File: src/rtl/eth_txcounters_sn_pkg.sv
// Shared TX MAC constants for the nibble/byte counter stage.
`timescale 1ns/1ps
package eth_txcounters_sn_pkg;

  localparam int NIBCNT_W      = 16;
  localparam int BYTECNT_W     = 16;
  localparam int NIBS_PER_BYTE = 2;

  // Default defer limit, in nibbles, and FCS length, in bytes.
  localparam logic [13:0] EXDFR_LIMIT_DEF = 14'h17B7;
  localparam int          CRC_BYTES_DEF   = 4;

  // Nibble count at which the payload reaches the minimum frame length.
  // The FCS is excluded. The result is 17 bits wide, so 2*0xFFFF cannot overflow.
  function automatic logic [16:0] min_fl_thr(input logic [15:0] min_fl,
                                             input logic [15:0] crc_bytes);
    logic [16:0] payload;
    payload = {1'b0, min_fl} - {1'b0, crc_bytes};
    if (min_fl <= crc_bytes) return '0;
    return payload * 17'(NIBS_PER_BYTE) - 17'd1;
  endfunction

endpackage

File: src/rtl/eth_txcounters_sn_if.sv
// Connects the TX state machine and the counter stage.
// The state machine (master) drives the state and strobe inputs.
// The counter stage (slave) returns the counters and flags.
`timescale 1ns/1ps
interface eth_txcounters_sn_if;
  import eth_txcounters_sn_pkg::*;

  logic                 StateIdle;
  logic                 StateIPG;
  logic                 StatePreamble;
  logic [1:0]           StateData;
  logic                 StatePAD;
  logic                 StateFCS;
  logic                 StateJam;
  logic                 StateBackOff;
  logic                 StateDefer;
  logic                 StartDefer;
  logic                 StartIPG;
  logic                 StartFCS;
  logic                 StartJam;
  logic                 StartBackoff;
  logic                 TxStartFrm;
  logic                 PacketFinished_q;
  logic                 ExDfrEn;
  logic                 HugEn;
  logic [15:0]          MinFL;
  logic [15:0]          MaxFL;
  logic [NIBCNT_W-1:0]  NibCnt;
  logic                 NibCntEq7;
  logic                 NibCntEq15;
  logic                 NibbleMinFl;
  logic                 ExcessiveDefer;
  logic [BYTECNT_W-1:0] ByteCnt;
  logic                 MaxFrame;

  modport master (
    output StateIdle, StateIPG, StatePreamble, StateData, StatePAD, StateFCS,
           StateJam, StateBackOff, StateDefer,
           StartDefer, StartIPG, StartFCS, StartJam, StartBackoff,
           TxStartFrm, PacketFinished_q, ExDfrEn, HugEn, MinFL, MaxFL,
    input  NibCnt, NibCntEq7, NibCntEq15, NibbleMinFl, ExcessiveDefer,
           ByteCnt, MaxFrame
  );

  modport slave (
    input  StateIdle, StateIPG, StatePreamble, StateData, StatePAD, StateFCS,
           StateJam, StateBackOff, StateDefer,
           StartDefer, StartIPG, StartFCS, StartJam, StartBackoff,
           TxStartFrm, PacketFinished_q, ExDfrEn, HugEn, MinFL, MaxFL,
    output NibCnt, NibCntEq7, NibCntEq15, NibbleMinFl, ExcessiveDefer,
           ByteCnt, MaxFrame
  );

endinterface

File: src/rtl/eth_txcnt_cell.sv
// Generic synchronous up-counter.
// Priority order: reset, then clear, then increment.
// When sat is high, the counter holds at all-ones instead of wrapping.
`timescale 1ns/1ps
module eth_txcnt_cell
  import eth_txcounters_sn_pkg::*;
#(
  parameter int W = NIBCNT_W
) (
  input  logic         clk,
  input  logic         rst_n,
  input  logic         clr,
  input  logic         inc,
  input  logic         sat,
  output logic [W-1:0] cnt
);

  // Counter register: synchronous reset, then clear, then (optionally saturating) increment.
  // NOTE: state registers use non-blocking assignments so every flop samples pre-edge values.
  always_ff @(posedge clk) begin
    if (!rst_n) begin
      cnt <= '0;
    end else if (clr) begin
      cnt <= '0;
    end else if (inc && !(sat && (&cnt))) begin
      cnt <= cnt + 1'b1;
    end
  end

endmodule

File: src/rtl/eth_txcounters_sn.sv
// Nibble and byte counters with comparison flags for the TX state machine.
// Sits in the MTxClk domain.
// The control terms are decoded from State*/Start*.
// The flags are combinational from the two counter registers.
`timescale 1ns/1ps
module eth_txcounters_sn
  import eth_txcounters_sn_pkg::*;
#(
  parameter logic [13:0] EXDFR_LIMIT = EXDFR_LIMIT_DEF,
  parameter int          CRC_BYTES   = CRC_BYTES_DEF
) (
  input  logic                MTxClk,
  input  logic                Reset_n,
  eth_txcounters_sn_if.slave  bus
);

  logic [NIBCNT_W-1:0]  nib_cnt;
  logic [BYTECNT_W-1:0] byte_cnt;
  logic                 nib_eq7;
  logic                 nib_eq15;
  logic                 clr_nib;
  logic                 inc_nib;
  logic                 clr_byte;
  logic                 inc_byte_sat;
  logic                 inc_byte_wrap;
  logic [16:0]          min_thr;

  assign nib_eq7  = &nib_cnt[2:0];
  assign nib_eq15 = &nib_cnt[3:0];

  // Clear/increment decode for both counters. Multiple state inputs OR together literally.
  // NOTE: every always_comb output gets a default first so no latch can be inferred.
  always_comb begin
    clr_nib       = 1'b0;
    inc_nib       = 1'b0;
    clr_byte      = 1'b0;
    inc_byte_sat  = 1'b0;
    inc_byte_wrap = 1'b0;

    clr_nib = bus.StateIdle
            | (bus.StateDefer & bus.ExDfrEn & ~bus.TxStartFrm)
            | (bus.StatePreamble & nib_eq15)
            | (bus.StateJam & nib_eq7)
            | bus.StartDefer | bus.StartIPG | bus.StartFCS | bus.StartJam;

    inc_nib = bus.StateIPG | bus.StatePreamble | (|bus.StateData) | bus.StatePAD
            | bus.StateFCS | bus.StateJam | bus.StateBackOff
            | (bus.StateDefer & ~bus.ExDfrEn & bus.TxStartFrm);

    clr_byte = bus.StartBackoff | (bus.StateIdle & bus.TxStartFrm) | bus.PacketFinished_q;

    // Frame bytes saturate. Backoff steps wrap, because the backoff comparator depends on wrapping.
    inc_byte_sat  = bus.StateData[1] | ((bus.StatePAD | bus.StateFCS) & nib_cnt[0]);
    inc_byte_wrap = bus.StateBackOff & (&nib_cnt[6:0]);
  end

  eth_txcnt_cell #(.W(NIBCNT_W)) u_nib_cnt (
    .clk   (MTxClk),
    .rst_n (Reset_n),
    .clr   (clr_nib),
    .inc   (inc_nib),
    .sat   (1'b0),
    .cnt   (nib_cnt)
  );

  // A backoff increment overrides saturation: if it fires at 0xFFFF, the counter wraps to 0.
  eth_txcnt_cell #(.W(BYTECNT_W)) u_byte_cnt (
    .clk   (MTxClk),
    .rst_n (Reset_n),
    .clr   (clr_byte),
    .inc   (inc_byte_sat | inc_byte_wrap),
    .sat   (~inc_byte_wrap),
    .cnt   (byte_cnt)
  );

  assign min_thr = min_fl_thr(bus.MinFL, 16'(CRC_BYTES));

  assign bus.NibCnt         = nib_cnt;
  assign bus.ByteCnt        = byte_cnt;
  assign bus.NibCntEq7      = nib_eq7;
  assign bus.NibCntEq15     = nib_eq15;
  assign bus.NibbleMinFl    = ({1'b0, nib_cnt} >= min_thr);
  assign bus.ExcessiveDefer = (nib_cnt[13:0] == EXDFR_LIMIT) & ~bus.ExDfrEn;
  assign bus.MaxFrame       = (byte_cnt == bus.MaxFL) & ~bus.HugEn;

endmodule

File: src/flat_wrapper.sv
// flat-port wrapper written by rule: the top's interface ports become plain ports
module eth_txcounters_sn_flat import eth_txcounters_sn_pkg::*;
#(
  parameter logic [13:0] EXDFR_LIMIT = EXDFR_LIMIT_DEF,
  parameter int          CRC_BYTES   = CRC_BYTES_DEF
)
  (MTxClk, Reset_n, bus_StateIdle, bus_StateIPG, bus_StatePreamble, bus_StateData, bus_StatePAD, bus_StateFCS, bus_StateJam, bus_StateBackOff, bus_StateDefer, bus_StartDefer, bus_StartIPG, bus_StartFCS, bus_StartJam, bus_StartBackoff, bus_TxStartFrm, bus_PacketFinished_q, bus_ExDfrEn, bus_HugEn, bus_MinFL, bus_MaxFL, bus_NibCnt, bus_NibCntEq7, bus_NibCntEq15, bus_NibbleMinFl, bus_ExcessiveDefer, bus_ByteCnt, bus_MaxFrame);
  eth_txcounters_sn_if bus_i ();
  input  logic MTxClk;
  input  logic Reset_n;
  input wire logic [$bits(bus_i.StateIdle)-1:0] bus_StateIdle;
  input wire logic [$bits(bus_i.StateIPG)-1:0] bus_StateIPG;
  input wire logic [$bits(bus_i.StatePreamble)-1:0] bus_StatePreamble;
  input wire logic [$bits(bus_i.StateData)-1:0] bus_StateData;
  input wire logic [$bits(bus_i.StatePAD)-1:0] bus_StatePAD;
  input wire logic [$bits(bus_i.StateFCS)-1:0] bus_StateFCS;
  input wire logic [$bits(bus_i.StateJam)-1:0] bus_StateJam;
  input wire logic [$bits(bus_i.StateBackOff)-1:0] bus_StateBackOff;
  input wire logic [$bits(bus_i.StateDefer)-1:0] bus_StateDefer;
  input wire logic [$bits(bus_i.StartDefer)-1:0] bus_StartDefer;
  input wire logic [$bits(bus_i.StartIPG)-1:0] bus_StartIPG;
  input wire logic [$bits(bus_i.StartFCS)-1:0] bus_StartFCS;
  input wire logic [$bits(bus_i.StartJam)-1:0] bus_StartJam;
  input wire logic [$bits(bus_i.StartBackoff)-1:0] bus_StartBackoff;
  input wire logic [$bits(bus_i.TxStartFrm)-1:0] bus_TxStartFrm;
  input wire logic [$bits(bus_i.PacketFinished_q)-1:0] bus_PacketFinished_q;
  input wire logic [$bits(bus_i.ExDfrEn)-1:0] bus_ExDfrEn;
  input wire logic [$bits(bus_i.HugEn)-1:0] bus_HugEn;
  input wire logic [$bits(bus_i.MinFL)-1:0] bus_MinFL;
  input wire logic [$bits(bus_i.MaxFL)-1:0] bus_MaxFL;
  output wire logic [$bits(bus_i.NibCnt)-1:0] bus_NibCnt;
  output wire logic [$bits(bus_i.NibCntEq7)-1:0] bus_NibCntEq7;
  output wire logic [$bits(bus_i.NibCntEq15)-1:0] bus_NibCntEq15;
  output wire logic [$bits(bus_i.NibbleMinFl)-1:0] bus_NibbleMinFl;
  output wire logic [$bits(bus_i.ExcessiveDefer)-1:0] bus_ExcessiveDefer;
  output wire logic [$bits(bus_i.ByteCnt)-1:0] bus_ByteCnt;
  output wire logic [$bits(bus_i.MaxFrame)-1:0] bus_MaxFrame;
  assign bus_i.StateIdle = bus_StateIdle;
  assign bus_i.StateIPG = bus_StateIPG;
  assign bus_i.StatePreamble = bus_StatePreamble;
  assign bus_i.StateData = bus_StateData;
  assign bus_i.StatePAD = bus_StatePAD;
  assign bus_i.StateFCS = bus_StateFCS;
  assign bus_i.StateJam = bus_StateJam;
  assign bus_i.StateBackOff = bus_StateBackOff;
  assign bus_i.StateDefer = bus_StateDefer;
  assign bus_i.StartDefer = bus_StartDefer;
  assign bus_i.StartIPG = bus_StartIPG;
  assign bus_i.StartFCS = bus_StartFCS;
  assign bus_i.StartJam = bus_StartJam;
  assign bus_i.StartBackoff = bus_StartBackoff;
  assign bus_i.TxStartFrm = bus_TxStartFrm;
  assign bus_i.PacketFinished_q = bus_PacketFinished_q;
  assign bus_i.ExDfrEn = bus_ExDfrEn;
  assign bus_i.HugEn = bus_HugEn;
  assign bus_i.MinFL = bus_MinFL;
  assign bus_i.MaxFL = bus_MaxFL;
  assign bus_NibCnt = bus_i.NibCnt;
  assign bus_NibCntEq7 = bus_i.NibCntEq7;
  assign bus_NibCntEq15 = bus_i.NibCntEq15;
  assign bus_NibbleMinFl = bus_i.NibbleMinFl;
  assign bus_ExcessiveDefer = bus_i.ExcessiveDefer;
  assign bus_ByteCnt = bus_i.ByteCnt;
  assign bus_MaxFrame = bus_i.MaxFrame;
  eth_txcounters_sn #(.EXDFR_LIMIT(EXDFR_LIMIT), .CRC_BYTES(CRC_BYTES)) u_core (.MTxClk(MTxClk), .Reset_n(Reset_n), .bus(bus_i));
endmodule
File: config.mk
export PLATFORM = sky130hd
export DESIGN_NAME = eth_txcounters_sn_flat
export DESIGN_NICKNAME = d
export VERILOG_FILES = /design/src/rtl/eth_txcounters_sn_pkg.sv /design/src/rtl/eth_txcounters_sn_if.sv /design/src/rtl/eth_txcnt_cell.sv /design/src/rtl/eth_txcounters_sn.sv /design/src/flat_wrapper.sv
export SDC_FILE = /design/constraint.sdc
export NUM_CORES = 1
export LEC_CHECK = 0
export CAP_MARGIN = 20
export CORE_ASPECT_RATIO = 1.25
export CORE_MARGIN = 2
export CORE_UTILIZATION = 43
export DETAILED_ROUTE_END_ITERATION = 8
export PLACE_DENSITY = 0.88
export SLEW_MARGIN = 20
export SYNTH_ARGS = -nofsm -noshare
export SYNTH_HDL_FRONTEND = slang
export SYNTH_SLANG_ARGS = --single-unit
File: constraint.sdc
create_clock -name MTxClk -period 3.87 [get_ports MTxClk]
set_input_delay 0.5805 -clock MTxClk [delete_from_list [all_inputs] [get_ports MTxClk]]
set_output_delay 0.5805 -clock MTxClk [all_outputs]
set_load 0.02 [all_outputs]
* Yosys cells after proc, flatten, opt, wreduce, memory -nomap -nowiden *
Index checks and enable logic that the tools add are counted.

storage, ports and cells
  output and inout port bits = 37
  logic and storage cells = 58
  register bits after elaboration = 32

operators by class
  muxes and demuxes = 3
  equal/unequal tests = 2
  $add $sub $neg = 4
  bitwise gates (word level) = 35
  reduce and logical (&&, ||, !) cells = 10
  $lt $le $gt $ge = 2

operators with widths
  cell                   count
  $mux 17                2
  $add 16x1->16 const B  2
  $or 1x1->1             19
  $ge 16x17->1           1
  $sub 17x1->17 const B  1
  $eq 16x16->1           1
  $le 16x3->1 const B    1
  $reduce_and 16->1      1
  $sub 16x3->16 const B  1
  $eq 14x13->1 const B   1
  $and 1x1->1            11
  $reduce_and 7->1       1
  $reduce_or 2->1        3
  $not 1->1              5
  $reduce_and 4->1       1
  $reduce_and 3->1       1
  $logic_and 1x1->1      2
  $logic_not 1->1        1
  $mux 1                 1

* Longest topological paths before layout *
  depth after elaboration = 10
  depth in mapped cells = 17
  gate-level depth less buffers = 15

* By module *
A second synthesis with hierarchy kept.

second synthesis, totals
  cells, all modules = 395
  area total of the unflattened synthesis = 3,159.3 µm²

by module, submodules not included
  module             cells an instance  times used  area each (µm²)  seq. area each (µm²)
  eth_txcnt_cell     91                 2           794.5            320.3
  eth_txcounters_sn  213                1           1,570.3          0.0

* Worst setup path after synthesis *
Ideal clock, no wire load.

  path type = input to output
  start point = input port bus_MinFL[3]
  end point = output port bus_NibbleMinFl
  arrival time = 3.845 ns
  path slack = -0.555 ns
  required time = 3.289 ns
  stages = 17
  path buffers = 2
  cell sequence = clkbuf_1 > inv_1 > ha_1 > clkbuf_1 > o21bai_1 > a211oi_1 > a21oi_1 > or3b_2 > xnor2_1 > nand2_1 > ha_1 > nand4_1 > nor3_1 > o31ai_1 > a41oi_1 > a211oi_1 > a31oi_1

between the ends
  word-level cells in the longest chain between the ends = 4
  elaborated cells on any way between the ends = 6
  those cells by class = add/sub: 2; order compare: 2; mux: 2

RTL lines
  element                                       line                                                      RTL
  start: declaration                            flat_wrapper.sv:29                                        input wire logic [$bits(bus_i.MinFL)-1:0] bus_MinFL;
  $sub 16x3->16 or $le 16x3->1 (tied branches)  eth_txcounters_sn_pkg.sv:18, eth_txcounters_sn_pkg.sv:19
  $sub 17x1->17 or $mux 1 (tied branches)       eth_txcounters_sn_pkg.sv:20, eth_txcounters_sn_pkg.sv:19
  $mux 17 *                                     eth_txcounters_sn_pkg.sv:20                               return payload * 17'(NIBS_PER_BYTE) - 17'd1;
  $ge 16x17->1 *                                eth_txcounters_sn.sv:82                                   assign bus.NibbleMinFl = ({1'b0, nib_cnt} >= min_thr);
  end: declaration                              flat_wrapper.sv:34                                        output wire logic [$bits(bus_i.NibbleMinFl)-1:0] bus_NibbleMinFl;

Every way passes the cells marked *; elsewhere a longest branch is shown, timed or not.

* Worst setup path after layout *
  start point = input port bus_MinFL[2]
  end point = output port bus_NibbleMinFl

Same word-level chain as after synthesis.

==> results.sh <==
export IMPL_final_nets=588
export IMPL_grt_pass1_wl_mm=15.0
export IMPL_diodes=0
export IMPL_num_io_pins=90
export IMPL_track_usage_pct=25.4
export IMPL_synth_top_cells_by_count="34 x nand2_1, 32 x dfxtp_1, 32 x nor2_1, 32 x xor2_1, 28 x xnor2_1"
export IMPL_crit_chain="buf_2, buf_6, buf_4, o21ai_0, o31ai_4, a21oi_2, or3b_4, xnor2_2, nand2_2, ha_4, nand4_1, nor3_2, o31ai_1, a41oi_2, a211oi_2, a31oi_2, buf_4"
export IMPL_drv_slew=0
export IMPL_core_area_sq_um=6520
export IMPL_critPathLaunch="bus_MinFL[2]"
export IMPL_clockBufferDepth=2
export IMPL_required_ns=3.29
export IMPL_gp_congestion=0.934
export IMPL_cp_slowest_stage_delay_ns=0.40
export IMPL_worst_path_stages=17
export IMPL_hold_class="reg -> reg"
export IMPL_fin_ws_ns=-0.339
export IMPL_vias_per_cell=5.90
export IMPL_synth_area_leaders="dfxtp_1 22%, ha_1 10%, xor2_1 9.7%"
export IMPL_seqPwrFrac_pct=37.0
export IMPL_drive_gt1_share_pct=25.8
export IMPL_drtAntennaViolNets=0
export IMPL_die_y_microns=95.4
export IMPL_via_count=3535
export IMPL_switchingPower_w=0.000244
export IMPL_avgSynthCellArea_sq_um=7.84
export IMPL_cts_buffers=5
export IMPL_r2r_start="u_core.u_nib_cnt.cnt[0]"
export IMPL_cp_end_kind="output pin"
export IMPL_synth_edf_count=0
export IMPL_cts_tree="built"
export IMPL_wl_per_cell_microns=18.9
export IMPL_synthesis_nets=444
export IMPL_timing_final_crit_share_pct=109
export IMPL_path_delay_family="compound AO/OA/AOI/OAI gates"
export IMPL_status="finished with violations"
export IMPL_drt_iter0_drc=172
export IMPL_peakVddDrop_mv=0.102
export IMPL_yosysWarnings=0
export IMPL_row_count=33
export IMPL_area_growth_pct=64.5
export IMPL_pre_cts_ws_ns=-1.08
export IMPL_crit_top_cell="buf_4"
export IMPL_setup_violations_final=1
export IMPL_final_area_sq_um=4730
export IMPL_power_density_nw_per_um2=189
export IMPL_clkSinkCount=32
export IMPL_rsz0062_at_grt="yes"
export IMPL_path_class="in -> out"
export IMPL_synth_top_area_share_pct=22.3
export IMPL_fin_cells=599
export IMPL_syn_cell_area_sq_um=2880
export IMPL_clk_latency_ns=0.29
export IMPL_grt_max_degree=17
export IMPL_startpoint_type="input port"
export IMPL_p_leak_nw=1.83
export IMPL_combPwrFrac_pct=26.7
export IMPL_clock_skew_ns=0.00877
export IMPL_start_util_pct=44.1
export IMPL_worst_r2r_setup_slack_ns=1.42
export IMPL_ys_seq_area_share_pct=22.3
export IMPL_dp_hpwl_mm=7.15
export IMPL_cts_clk_slew_worst_paths_ns=0.08
export IMPL_synth_cells=367
export IMPL_max_cap_violations=0
export IMPL_grt_antenna_before_repair=0
export IMPL_async_flop_share_pct=0
export IMPL_ys_seq_elements=32
export IMPL_drt_pass1_iter_count=5
export IMPL_intPower_w=0.000648
export IMPL_cts_htree_levels=2
export IMPL_dpl_cell_count=580
export IMPL_ys_flop_type="dfxtp_1"
export IMPL_clock_power_share_pct=36.3
export IMPL_ys_types=52
export IMPL_timing_rr_end="u_core.u_byte_cnt.cnt[11]"
export IMPL_critPathBufInv=4
export IMPL_yosys_area_top_type="dfxtp_1"
export IMPL_place_area_sq_um=4250
export IMPL_netSwitchingFraction_pct=27.4
export IMPL_yosysMostFrequentCell="nand2_1"
export IMPL_dieArea_sq_um=7360
export IMPL_grt_pass1_vias=3323
export IMPL_r2r_worst_path_cells=6
export IMPL_max_freq_ghz=0.238
export IMPL_route_detailed_drc=0
export IMPL_crit_slowest_cell="or3b_4"
export IMPL_slew_headroom_pct=55.0
export IMPL_worstMarginPinSlew_ns=0.676
export IMPL_power_total_w=0.000893
export IMPL_utilization_pct=72.5
export IMPL_crit_arrival_ns=3.63
export IMPL_crit_path_end="bus_NibbleMinFl"
export IMPL_root_buffer="clkbuf_8"
export IMPL_grt_overflow=0
export IMPL_path_max_fanout=6
export IMPL_die_x_microns=77.2
export IMPL_io_buffers=89
export IMPL_fin_crit_ns=4.21
export IMPL_violations="negative setup slack"
export IMPL_hold_buffers=0
export IMPL_routed_wl_mm=11.3
export IMPL_finalHoldViolations=0
state kept, by name, indices dropped and copies added (netlist names):
register               cells
u_core.u_nib_cnt.cnt      16
u_core.u_byte_cnt.cnt     16
repair_timing:
item | in CTS | in global routing
pin swaps | 17 | 14
setup endpoints to repair | 1 | 1
setup buffers | 11 | 0
resized for setup | 54 | 36
power groups by stage:
stage               Clock, W  Sequential (W)  Combinational, W
floorplan                  0        0.000338         0.0000834
global placement           0        0.000338          0.000186
detailed placement         0        0.000338          0.000193
CTS                 0.000326        0.000330          0.000207
global route        0.000338        0.000330          0.000252
finish              0.000324        0.000330          0.000239
cell usage in the layout, fill, tap and decap left out, types with 3 or more instances in the layout:
master / instances
clkdlybuf4s50_1: 76
buf_4: 56
nand2_1: 32
xor2_1: 32
dfxtp_1: 32
nor2_1: 31
xnor2_1: 24
a21oi_1: 17
ha_1: 17
nand3_1: 14
nand4_1: 14
inv_1: 8
o21ai_0: 8
nor3_1: 8
nor4_1: 8
a211oi_1: 7
ha_4: 6
buf_6: 6
nand2b_1: 5
and4_1: 5
clkbuf_8: 5
or3_1: 4
and3_1: 4
xnor2_2: 4
buf_2: 4
nor3_2: 3
a31oi_2: 3
or3_4: 3
mux2i_1: 3
a2111oi_0: 3
dlymetal6s2s_1: 3
stage by stage:
| stage | setup TNS (ns) | hold WS [ns] |
|---|---|---|
| finish | -0.339 | 0.592 |
| global route | -0.428 | 0.617 |
| global placement | -0.970 | 0.495 |
| detailed placement | -1.08 | 0.516 |
| floorplan | 0 | 0.574 |
| CTS | -0.317 | 0.530 |
per-layer routing:
metal	vias to the layer above	GRT usage (%)	wire, microns
li1	1623	-	-
met1	1679	23.9	3730
met2	177	53.0	6180
met3	56	4.45	807
met4	0	10.6	625
met5	-	0	0
layout make-up:
cell class              count  area [sq um]
well taps                  87           109
clock buffers               5          68.8
repair buffers            150          1360
clock inverters             3          42.5
fillers                   484          1790
multi-input cells         311          2470
flip-flops and latches     32           641
inverters                  11          43.8
worst register-to-register path, cell delays in order, from the launching register on:
cell	delay [ns]
dfxtp_1	0.44
ha_1	0.23
and3_1	0.32
nand3_1	0.41
a2111oi_0	0.67
xnor2_1	0.19
nor2_1	0.05
kinds of logic (layout without fill, tap and decap cells):
kind of cell / Yosys count / count (layout) / synth area share (%)
AO/OA/AOI/OAI: 63 / 63 / 14.3
flip-flops: 32 / 32 / 22.3
buffers and inverters: 24 / 169 / 3.48
adder cells (fa/ha/maj): 24 / 24 / 10.4
XOR/XNOR: 60 / 60 / 18.3
multiplexers: 3 / 3 / 1.04
AND/OR/NAND/NOR: 161 / 161 / 30.2
worst min path at each step:
stage | from | end | slack [ns] | depth (start not counted)
2_1_floorplan | u_core.u_nib_cnt.cnt[15] | u_core.u_nib_cnt.cnt[15] | 0.57 | 2
3_3_place_gp | u_core.u_nib_cnt.cnt[15] | u_core.u_nib_cnt.cnt[15] | 0.49 | 2
5_1_grt | u_core.u_byte_cnt.cnt[13] | u_core.u_byte_cnt.cnt[13] | 0.62 | 2
3_5_place_dp | u_core.u_nib_cnt.cnt[15] | u_core.u_nib_cnt.cnt[15] | 0.52 | 2
4_1_cts | u_core.u_nib_cnt.cnt[15] | u_core.u_nib_cnt.cnt[15] | 0.53 | 2
6_report | u_core.u_byte_cnt.cnt[6] | u_core.u_byte_cnt.cnt[6] | 0.59 | 2
Note: power is estimated with default switching activity, not from simulation.
